<file path="src/rtl/uart_rx_top.sv">
// uart_rx_top: 16x oversampling UART receiver with parity/framing/break status; UART_RX_SYNC_EN adds a two-flop rx synchronizer
module uart_rx_top (
  input  logic       clk,
  input  logic       rst,
  input  logic       baud_pulse,
  input  logic       rx,
  input  logic       sticky_parity,
  input  logic       eps,
  input  logic       pen,
  input  logic [1:0] wls,
  output logic [7:0] rx_data,
  output logic       push,
  output logic       pe,
  output logic       fe,
  output logic       bi,
  output logic       rx_busy
);
  typedef enum logic [2:0] {IDLE, START, DATA, PARITY, STOP, BRK_WAIT} state_t;
  state_t     state, state_n;
  logic [3:0] cnt, cnt_n;
  logic [2:0] idx, idx_n;
  logic [7:0] shreg, shreg_n;
  logic [1:0] wls_l, wls_l_n;
  logic       pbit, pbit_n, pen_l, pen_l_n, eps_l, eps_l_n, sp_l, sp_l_n;
  logic       rxs, done, exp_par;
`ifdef UART_RX_SYNC_EN
  logic [1:0] sync;
  // two-flop synchronizer, idles high so reset never looks like a start bit
  always_ff @(posedge clk)
    if (rst) sync <= 2'b11;
    else sync <= {sync[0], rx};
  assign rxs = sync[1];
`else
  assign rxs = rx;
`endif
  assign done    = baud_pulse && state == STOP && cnt == 4'd15;
  assign exp_par = sp_l ? ~eps_l : (eps_l ? ^shreg : ~^shreg);
  assign rx_busy = state != IDLE;
  // next-state and datapath updates, advancing only on baud ticks
  always_comb begin
    state_n = state;
    cnt_n   = cnt;
    idx_n   = idx;
    shreg_n = shreg;
    pbit_n  = pbit;
    wls_l_n = wls_l;
    pen_l_n = pen_l;
    eps_l_n = eps_l;
    sp_l_n  = sp_l;
    if (baud_pulse)
      case (state)
        IDLE: if (!rxs) begin
          state_n = START;
          cnt_n   = 4'd0;
        end
        START: if (cnt == 4'd7) begin
          state_n = rxs ? IDLE : DATA;
          if (!rxs) begin
            wls_l_n = wls;
            pen_l_n = pen;
            eps_l_n = eps;
            sp_l_n  = sticky_parity;
            cnt_n   = 4'd0;
            idx_n   = 3'd0;
            shreg_n = 8'd0;
            pbit_n  = 1'b0;
          end
        end else cnt_n = cnt + 4'd1;
        DATA: begin
          cnt_n = cnt + 4'd1;
          if (cnt == 4'd15) begin
            shreg_n[idx] = rxs;
            idx_n = idx + 3'd1;
            if (idx == {1'b1, wls_l}) state_n = pen_l ? PARITY : STOP;
          end
        end
        PARITY: begin
          cnt_n = cnt + 4'd1;
          if (cnt == 4'd15) begin
            pbit_n  = rxs;
            state_n = STOP;
          end
        end
        STOP: begin
          cnt_n = cnt + 4'd1;
          if (cnt == 4'd15) state_n = rxs ? IDLE : BRK_WAIT;
        end
        BRK_WAIT: if (rxs) state_n = IDLE;
        default: state_n = IDLE;
      endcase
  end
  // state and datapath registers
  always_ff @(posedge clk)
    if (rst) begin
      state <= IDLE;
      cnt   <= 4'd0;
      idx   <= 3'd0;
      shreg <= 8'd0;
      pbit  <= 1'b0;
      wls_l <= 2'd0;
      pen_l <= 1'b0;
      eps_l <= 1'b0;
      sp_l  <= 1'b0;
    end else begin
      state <= state_n;
      cnt   <= cnt_n;
      idx   <= idx_n;
      shreg <= shreg_n;
      pbit  <= pbit_n;
      wls_l <= wls_l_n;
      pen_l <= pen_l_n;
      eps_l <= eps_l_n;
      sp_l  <= sp_l_n;
    end
  // character and status update with a single-cycle FIFO write strobe
  always_ff @(posedge clk)
    if (rst) begin
      push    <= 1'b0;
      rx_data <= 8'd0;
      pe      <= 1'b0;
      fe      <= 1'b0;
      bi      <= 1'b0;
    end else begin
      push <= done;
      if (done) begin
        rx_data <= shreg;
        pe      <= pen_l & (pbit ^ exp_par);
        fe      <= ~rxs;
        bi      <= shreg == 8'd0 && !(pen_l && pbit) && !rxs;
      end
    end
endmodule

</file>
<file path="config.mk">
export PLATFORM = sky130hd
export DESIGN_NAME = uart_rx_top
export DESIGN_NICKNAME = d
export VERILOG_FILES = /design/src/rtl/uart_rx_top.sv
export SDC_FILE = /design/constraint.sdc
export NUM_CORES = 1
export LEC_CHECK = 0
export ABC_AREA = 1
export ABC_CLOCK_PERIOD_IN_PS = 1400
export CORE_ASPECT_RATIO = 2
export CORE_MARGIN = 2
export CORE_UTILIZATION = 36
export DETAILED_ROUTE_END_ITERATION = 10
export HOLD_SLACK_MARGIN = 0.03
export MAX_ROUTING_LAYER = met4
export PLACE_DENSITY = 0.58
export SETUP_SLACK_MARGIN = 0.02
export SLEW_MARGIN = 20
export SYNTH_ARGS = -nofsm -noshare
export SYNTH_HDL_FRONTEND = slang
export SYNTH_SLANG_ARGS = --single-unit
</file>
<file path="constraint.sdc">
create_clock -name clk -period 1.4 [get_ports clk]
set_input_delay 0.28 -clock clk [delete_from_list [all_inputs] [get_ports clk]]
set_output_delay 0.28 -clock clk [all_outputs]
set_load 0.02 [all_outputs]
</file>
==> flow_summary.yaml <==
grt:
  antenna_found_initial: 0
  grt_max_degree: 26
  grt_usage: 0.194
  grt_pass1_wl_um: 9200
  grt_overflow: 0
  grt_pass1_vias: 2114
clock_tree:
  cts_buffers: 5
  cts_root_buffer: "clkbuf_8"
  cts.sinks: 36
  h-tree-depth: 2
  clk_pin_slew_worst_paths_ns: 0.07
  clock_path_buffers: 2
  clock_latency_ns: 0.29
  cts_tree: "built"
detailed_routing:
  drt-pass1-iter-count: 4
  antenna_left: 0
  wirelength_um: 5370
  drc: 0
  via_per_inst: 4.95
  first_iter_violations: 49
  wl_per_cell_um: 12.6
  via_count: 2108
floorplan:
  io_pins: 22
  core.rowCount: 38
  start_util: 0.371
  die_w_um: 56.9
  fp.dieH_um: 110
  coreArea_um2: 5420
  die_area_um2: 6240
logic_synthesis:
  synth-seq-cells: 36
  syn_nets: 319
  ys_seq_area_frac: 0.358
  synthCells: 304
  yosys-top-cells-area: "dfxtp_1 36%, nand2_1 16%, nor2_1 7.6%"
  avgSynthCellArea_um2: 6.62
  syn-cell-area_um2: 2010
  netlist.area_leader.share: 0.358
  synth_cell_type_count: 27
  yosysTopAreaCell: "dfxtp_1"
  yosys_warnings: 0
pwr:
  p_leak_uw: 0.00131
  pwr-share-clk: 0.237
  switchingPower_uw: 1260
  p_comb_frac: 0.425
  total_power_uw: 3410
  p_seq_frac: 0.339
  p_sw_frac: 0.368
  p_int_uw: 2160
  power_density_nw_per_um2: 1220
  ir_drop_mv: 0.842
timing:
  timing.final.crit_share: 0.992
  max-slew-margin-rel: 0.841
  finalSetupViolCount: 0
  grt_setup_unrepaired: "true"
  max_freq_ghz: 0.720
  skew_ns: 0.00431
  fin_setup_tns_ns: 0
  min_period_ns: 1.39
  drv_slew: 0
  hold_viol: 0
  tightestPinTransition_ns: 0.236
job:
  cap_violations: 0
finish:
  fillers: 555
  regArea_um2: 729
  layout_commonest_cell: "nand2_1"
  nets: 381
  final_cell_mix: "81 x nand2_1, 39 x nor2_1, 36 x buf_4"
  multi_input_area_um2: 1200
  final_cells: 426
  drive_gt1_frac: 0.251
  synthToLayoutAreaGrowth_pct: 39.1
  diodes: 0
critical_path:
  crit_fanout: 14
  arrival_ns: 1.57
  r2r_cells: 9
  cp-end-kind: "register"
  cp.required_ns: 1.59
  startpoint_type: "register"
  worst-setup-path-type: "reg -> reg"
placement:
  place_congestion: 0.868
  io_buffers: 21
  dp_hpwl_um: 4160
  numPlacedInstances: 418
min_path:
  hold-path-cell-count: 2
  hold_class: "reg -> reg"
outcome:
  status: "finished, final reports clean"
-- worst max-delay path: stages (launching register included) --
cell and delay (ns):
dfxtp_2 0.36, ha_4 0.16, nand3b_1 0.11, buf_4 0.17, nor3_4 0.16, inv_4 0.12, nand2_1 0.07, nand2_1 0.05
nand2_1 0.05, nor2_1 0.04
-- Yosys cell counts --
cell,instances
nand2_1,84
nor2_1,41
dfxtp_1,36
inv_1,30
a21oi_1,24
nand4_1,16
nand3_1,12
o21ai_0,10
inv_2,8
o21ai_1,8
ha_1,6
nor2_2,3
nor2_4,3
nor3_1,3
xor2_1,3
buf_2,2
buf_6,2
clkbuf_1,2
nand2_2,2
nand3b_1,2
a31oi_1,1
buf_1,1
nand2_4,1
nand3_2,1
nand3_4,1
nor3_4,1
o211ai_1,1
-- kinds of logic (layout without fill, tap and decap cells) --
family,count (synthesis),in the layout,share of synthesized area
AOI/OAI and AO/OA,44,44,0.111
xor gates and xnor gates,3,3,0.0131
DFF,36,36,0.358
and+or+nand+nor,170,170,0.387
adders and majority gates,6,6,0.0373
buffers and inverters,45,107,0.0927
-- power groups by stage --
stage          Sequential [uW]  Clock, uW  Combinational [uW]
2_1_floorplan             1170          0                 757
3_3_place_gp              1170          0                1410
3_5_place_dp              1170          0                1410
4_1_cts                   1160        840                1460
5_1_grt                   1170        861                1590
6_report                  1160        808                1450
-- final timing paths --
check,from,to,slack (ns)
worst max register to register,cnt[1],shreg[6],0.01
worst min-delay path,fe,fe,0.46
worst min register to register,fe,fe,0.46
worst max-delay path,cnt[1],shreg[6],0.01
-- cell type report --
cell class	instances	area share
clock buffers	7	0.0344
inverters	38	0.0519
multi-input cells	223	0.430
flip-flops and latches	36	0.261
well taps	60	0.0268
repair buffers	62	0.196
-- metal layers --
layer / track usage / wire length, um / up-vias
met2: 0.368 / 2970 / 29
met3: 0.0271 / 120 / 19
met5: - / 0 / -
li1: - / - / 1098
met1: 0.182 / 2060 / 962
met4: 0.106 / 218 / 0
-- flip-flops by register name, summed over array words and instances, names as in the netlist --
name / cells
push: 1
eps_l: 1
sp_l: 1
pe: 1
fe: 1
cnt: 4
state: 3
pen_l: 1
shreg: 8
rx_data: 8
pbit: 1
idx: 3
wls_l: 2
bi: 1
-- what timing repair did --
item	4_1_cts	5_1_grt
endpoints found under the setup margin	44	36
pin swaps	7	0
hold buffers	0	0
gates resized for setup	33	7
buffers inserted	0	1
-- per-stage QoR --
step	utilization	hold slack (ns)	setup slack, ns	cell area (um2)
global placement	0.479	0.453	-0.232	2590
finish	0.516	0.463	0.0108	2800
detailed placement	0.479	0.458	-0.248	2590
global route	0.516	0.502	-0.122	2800
CTS	0.510	0.468	-0.00343	2760
floorplan	-	0.349	0.00232	2020
No activity file was read; power rests on OpenSTA's default activity.
